===== config.mk =====
export PLATFORM = sky130hd
export DESIGN_NAME = step_generator
export DESIGN_NICKNAME = d
export VERILOG_FILES = /design/src/rtl/step_generator.sv
export SDC_FILE = /design/constraint.sdc
export NUM_CORES = 1
export LEC_CHECK = 0
export CAP_MARGIN = 30
export CORE_MARGIN = 2
export CORE_UTILIZATION = 45
export DETAILED_ROUTE_END_ITERATION = 12
export PLACE_DENSITY_LB_ADDON = 0.15
export SLEW_MARGIN = 30
export SYNTH_ARGS = -nofsm -noshare
export SYNTH_HDL_FRONTEND = slang
export SYNTH_SLANG_ARGS = --single-unit

===== constraint.sdc =====
create_clock -name clk -period 3 [get_ports clk]
set_clock_uncertainty 0.1 [all_clocks]
set_input_delay 0.9 -clock clk [delete_from_list [all_inputs] [get_ports clk]]
set_output_delay 0.9 -clock clk [all_outputs]
set_load 0.01 [all_outputs]

===== src/rtl/step_generator.sv =====
// Purpose : rhythm-game step sequencer; shows an LFSR-chosen arrow per step, scores comparator hits.
// Latency : SONG_LEN*(BEAT_CYCLES+1) cycles from first SHOW cycle to first DONE cycle.
// Backpr. : none; start is a level request honoured only in IDLE/DONE, ignored while busy.
//
// Ports
//   clk, rst_n     : single clock domain, asynchronous active-low reset
//   start          : level request to (re)start a song
//   hit            : latched comparator point for the step being shown
//   target         : arrow code 1..7 while a step is active, 0 otherwise
//   target_valid   : step window open (SHOW)
//   clk_comp       : one-cycle end-of-window pulse, clears the comparator latch
//   score          : hit steps in the current/last song, saturating at 255
//   step_idx       : 0-based index of the current step
//   busy / done    : song running (SHOW/EVAL) / song finished (DONE)
module step_generator #(
   parameter int unsigned BEAT_CYCLES = 25000000,
   parameter int unsigned SONG_LEN    = 16,
   parameter logic [7:0]  LFSR_SEED   = 8'hA5
) (
   input  logic       clk,
   input  logic       rst_n,
   input  logic       start,
   input  logic       hit,
   output logic [2:0] target,
   output logic       target_valid,
   output logic       clk_comp,
   output logic [7:0] score,
   output logic [7:0] step_idx,
   output logic       busy,
   output logic       done
);

   localparam int unsigned       CNT_W     = $clog2(BEAT_CYCLES);
   localparam logic [CNT_W-1:0]  CNT_LAST  = CNT_W'(BEAT_CYCLES - 1);
   localparam logic [7:0]        LAST_STEP = 8'(SONG_LEN - 1);

   typedef enum logic [1:0] {
      IDLE = 2'd0,
      SHOW = 2'd1,
      EVAL = 2'd2,
      DONE = 2'd3
   } state_t;

   state_t           state;
   logic [CNT_W-1:0] beat_cnt;
   logic [7:0]       lfsr;

   // Fibonacci LFSR x^8+x^6+x^5+x^4+1, shifting left, feedback into bit 0.
   function automatic logic [7:0] lfsr_next(input logic [7:0] l);
      return {l[6:0], l[7] ^ l[5] ^ l[4] ^ l[3]};
   endfunction

   // Code 0 means "no press" downstream, so it is remapped to arrow 4.
   function automatic logic [2:0] arrow_of(input logic [7:0] l);
      return (l[2:0] == 3'd0) ? 3'd4 : l[2:0];
   endfunction

   logic [7:0] lfsr_adv;
   assign lfsr_adv = lfsr_next(lfsr);

   always_ff @(posedge clk or negedge rst_n) begin
      if (!rst_n) begin
         state        <= IDLE;
         beat_cnt     <= '0;
         lfsr         <= LFSR_SEED;
         target       <= 3'd0;
         target_valid <= 1'b0;
         clk_comp     <= 1'b0;
         score        <= 8'd0;
         step_idx     <= 8'd0;
         busy         <= 1'b0;
         done         <= 1'b0;
      end else begin
         case (state)
            IDLE, DONE: begin
               // Score and step_idx hold in DONE until the next start.
               if (start) begin
                  state        <= SHOW;
                  beat_cnt     <= '0;
                  lfsr         <= LFSR_SEED;
                  target       <= arrow_of(LFSR_SEED);
                  target_valid <= 1'b1;
                  clk_comp     <= 1'b0;
                  score        <= 8'd0;
                  step_idx     <= 8'd0;
                  busy         <= 1'b1;
                  done         <= 1'b0;
               end
            end

            SHOW: begin
               if (beat_cnt == CNT_LAST) begin
                  // Last cycle of the window: this is the only cycle hit counts.
                  if (hit && (score != 8'hFF)) begin
                     score <= score + 8'd1;
                  end
                  state        <= EVAL;
                  target_valid <= 1'b0;
                  clk_comp     <= 1'b1;
               end else begin
                  beat_cnt <= beat_cnt + CNT_W'(1);
               end
            end

            EVAL: begin
               clk_comp <= 1'b0;
               if (step_idx == LAST_STEP) begin
                  state  <= DONE;
                  target <= 3'd0;
                  busy   <= 1'b0;
                  done   <= 1'b1;
               end else begin
                  state        <= SHOW;
                  step_idx     <= step_idx + 8'd1;
                  beat_cnt     <= '0;
                  lfsr         <= lfsr_adv;
                  target       <= arrow_of(lfsr_adv);
                  target_valid <= 1'b1;
               end
            end

            default: begin
               state <= IDLE;
            end
         endcase
      end
   end

endmodule

* Word-level counts from Yosys, hierarchy flattened
Cells that the tools add are included.
** Storage, ports and cells
- Register bits after elaboration :: 58
- Logic and storage cells :: 73
** Operators by class
- Bitwise operators :: 3
- Muxes and demuxes :: 32
- $add $sub $neg :: 3
- Reductions and logical operators :: 13
- Eq/ne operators :: 12
** Operators by type and width (number)
- $mux 25 :: 3
- $pmux 25 s3 :: 1
- $mux 8 :: 6
- $pmux 8 s2 :: 3
- $add 25x1->25 const B :: 1
- $eq 25x25->1 const B :: 1
- $add 8x1->8 const B :: 2
- $ne 2x2->1 const B :: 6
- $reduce_and 3->1 :: 4
- $mux 3 :: 3
- $eq 8x4->1 const B :: 1
- $ne 8x8->1 const B :: 1
- $mux 1 :: 7
- $mux 2 :: 3
- $pmux 1 s3 :: 2
- $pmux 2 s3 :: 1
- $pmux 3 s2 :: 1
- $eq 2x2->1 const B :: 2
- $pmux 1 s2 :: 2
- $reduce_and 2->1 :: 2
- $reduce_and 4->1 :: 1
- $reduce_bool 2->1 :: 2
- $logic_not 3->1 :: 1
- $xor 1x1->1 :: 3
- 4 further kinds :: 4

* Logic depth before layout (Yosys ltp)
- Depth in word-level cells :: 7
- Depth in mapped cells :: 9

* Worst setup path before layout
OpenSTA, ideal clock, no wires.
- Path type :: input to register
- Start :: input start
- End :: register beat_cnt[22]
- Stages on the path :: 6
- Arrival time :: 2.359 ns
- Data required time :: 2.822 ns
- Setup slack :: 0.463 ns
- Path buffers :: 1
- Cell sequence :: nand2b_1 > clkbuf_1 > o21ai_2 > or4_1 > or3_1 > a21oi_1
** On the way
- Cells in the longest elaborated chain, start to end :: 2
** RTL lines
- start: declaration :: line 22 : input logic start,
- $ne 2x2->1 (no source line)
- $reduce_and 3->1 (no source line)
- end signal: assignment :: line 101 : beat_cnt <= beat_cnt + CNT_W'(1);
- end: declaration :: line 45 : logic [CNT_W-1:0] beat_cnt;
Every way passes these cells.
A chain may end at the register's enable or synchronous reset.

* Worst setup path in the final report
Same ends and word-level chain as after synthesis.

==> reports/qor.txt <==
Post-Syn Area per Cell = 9.332 µm²
Clk Latency, worst-skew pair = 350 ps
Clock slew at reported path FFs = 60 ps
Die H = 90.65 µm
Synth top area share = 40.00%
DR vias = 2,954
Power density cells = 597.2 nW/µm²
Vias in the first global route = 2,843
Slew @ Worst Pin = 578.5 ps
RD Place Congestion = 0.8413
1st-iter DRT viols = 142
Fmax = 398.5 MHz
Final ANT Viol Nets = 0
Worst-path cell chain = clkdlybuf4s50_1 > nand2b_1 > o21ai_2 > or4_1 > or3_1 > a21oi_1
Routed wire per std cell = 16.19 µm
CP max FO = 3
WP data required = 3170 ps
Most area-hungry cell type in the Yosys netlist = dfrtp_1
N_diodes = 0
LEAKAGE = 1.656 nW
FP Rows = 31
Syn Inst Count = 362
Final Slew Violations = 0
Hpwl dp = 5521 µm
Area growth, synth to finish = 18.15%
Most common cell after layout, fill and taps aside = dfrtp_1
Slowest CP cell = or4_1
Layout cells sized above 1 = 12.44%
Crit end category = register
RSZ-0062 raised after global routing = false
Post-cts gate resize count = 0
Synth area leaders = dfrtp_1 (40%), nand2_1 (4.0%), dfstp_2 (3.1%), nand3_1 (3.0%), nor2_1 (2.8%)
Setup WS pre-CTS = 135.2 ps
Fin worst setup slack = 490.7 ps
Syn nets = 372
I/O Pins = 27
Tmin final = 2509 ps
Tcrit/Tclk final = 83.64%
Ys async rst share = 100.0%
Synth Flop Type = dfrtp_1
CTS Buffer Depth = 2
Hold_buf cts = 0
Peak VDD IR = 0.3491 mV
Drt first pass iters = 4
Post-synth EDFFs = 0
Routed vias/inst = 5.896
Largest net degree at the start of global routing = 37
DP Area = 3810 µm²
Die area = 8217 µm²
Crit path largest cell delay = 550 ps
Starting Density = 46.58%
Critical Path Start Type = primary input
Inst Count DP = 485
Setup bufs post-CTS = 0
Final setup vio count = 0
Global route total overflow = 0
CTS tree = done
CP Data Arrival Time = 2680 ps
Core Region = 7253 µm²
Clk sinks = 58
Min-Delay Startpoint = lfsr[2]
Number of synthesized register bits = 58
Final hold violations = 0
DIE WIDTH = 90.65 µm
Synth cell types = 63
Initial antenna violation count = 0
Global-route wire length before repair = 14,020 µm
Max Cap Viol = 0
DRC = 0
Non-Filler Instances = 501
Worst setup path startpoint = start
Commonest non-fill, non-tap cells in the layout = dfrtp_1 (54), nand2_1 (36), nor2_1 (25), clkdlybuf4s50_1 (25), nand3_1 (20)
GR Util All Layers = 21.32%
Post-Route WL = 8110 µm
# nets final = 407
Synthesis Warnings = 0
IO Port Bufs = 26
Mapped cell area = 3378 µm²
Post-route cell area = 3991 µm²
Number of CTS-inserted buffers = 9
R2r startpoint = beat_cnt[7]
CTS H-Tree Depth = 3
Total Neg Setup Slack = 0 ps
Slew headroom = 61.43%
Seq/Total Area, Yosys = 43.11%
Outcome = completed
Root buffer cell = clkbuf_8
WS Path Type = primary input to register
Worst min-delay path class = register to register
[worst max-delay path, delay by kind of cell]
kind | cells | cell delay, ps
AOI/OAI and AO/OA | 2 | 230
buffers and inverters | 1 | 490
and+or+nand+nor | 3 | 1050
[stage by stage]
step | util (%) | total power [mW] | hold WS (ps)
global placement | 52.53 | 1.711 | 368.8
CTS | 55.03 | 2.403 | 391.1
detailed placement | 52.53 | 1.725 | 381.5
finish | 55.03 | 2.384 | 386.4
floorplan | - | 1.416 | 358.3
global route | 55.03 | 2.538 | 415.1
[logic make-up (layout without fill, tap and decap cells)]
kind of cell	Yosys count	count (layout)	share of synthesized area (%)
buf+inv	27	67	3.370
flops	58	58	43.11
simple gates	163	163	27.30
mux	4	4	1.185
fa+ha+maj	6	6	2.222
xor+xnor	12	12	3.111
compound gates	92	92	19.70
[sequential cells by signal (all words and copies together), names as in the netlist]
signal,count
beat_cnt,25
busy,1
clk_comp,1
done,1
lfsr,8
score,8
state,2
step_idx,8
target,3
target_valid,1
[synth_stat cells (7+ instances only)]
cell type / count
dfrtp_1: 54
nand2_1: 36
nor2_1: 25
nand3_1: 20
o21ai_0: 17
a21oi_1: 15
clkbuf_1: 12
nor3_1: 12
a22o_1: 10
inv_1: 9
nand4_1: 9
a221o_1: 8
nor4_1: 8
or3_1: 8
o211ai_1: 7
or4_1: 7
[layout make-up]
class | count | area [µm²]
tap | 99 | 123.9
clock inverter | 4 | 26.28
timing repair buffer | 42 | 387.9
sequential | 58 | 1456
inverter | 9 | 33.78
fill | 691 | 3262
multi-input combinational | 277 | 1808
clock buffer | 12 | 155.1
[final timing paths]
check | slack [ps] | to | cells past startpoint
setup / recovery | 490 | beat_cnt[22] | 6
max in group asynchronous | 1710 | lfsr[5] | 2
hold reg to reg | 390 | lfsr[2] | 2
min in group asynchronous | 440 | beat_cnt[2] | 1
setup reg to reg | 500 | score[6] | 5
hold / removal | 390 | lfsr[2] | 2
[report_power, final]
group          internal [mW]  switching, mW  total, mW
clock network          0.343          0.330      0.673
registers              0.862         0.0863      0.948
logic                  0.307          0.455      0.762
[routing by layer]
metal	track usage (%)	up-vias	routed length, µm
li1	-	1453	-
met1	29.85	1440	3970
met2	32.03	53	3755
met3	5.593	8	280
met4	7.308	0	103
met5	0	-	0
Power figures use the tool's default switching activity.
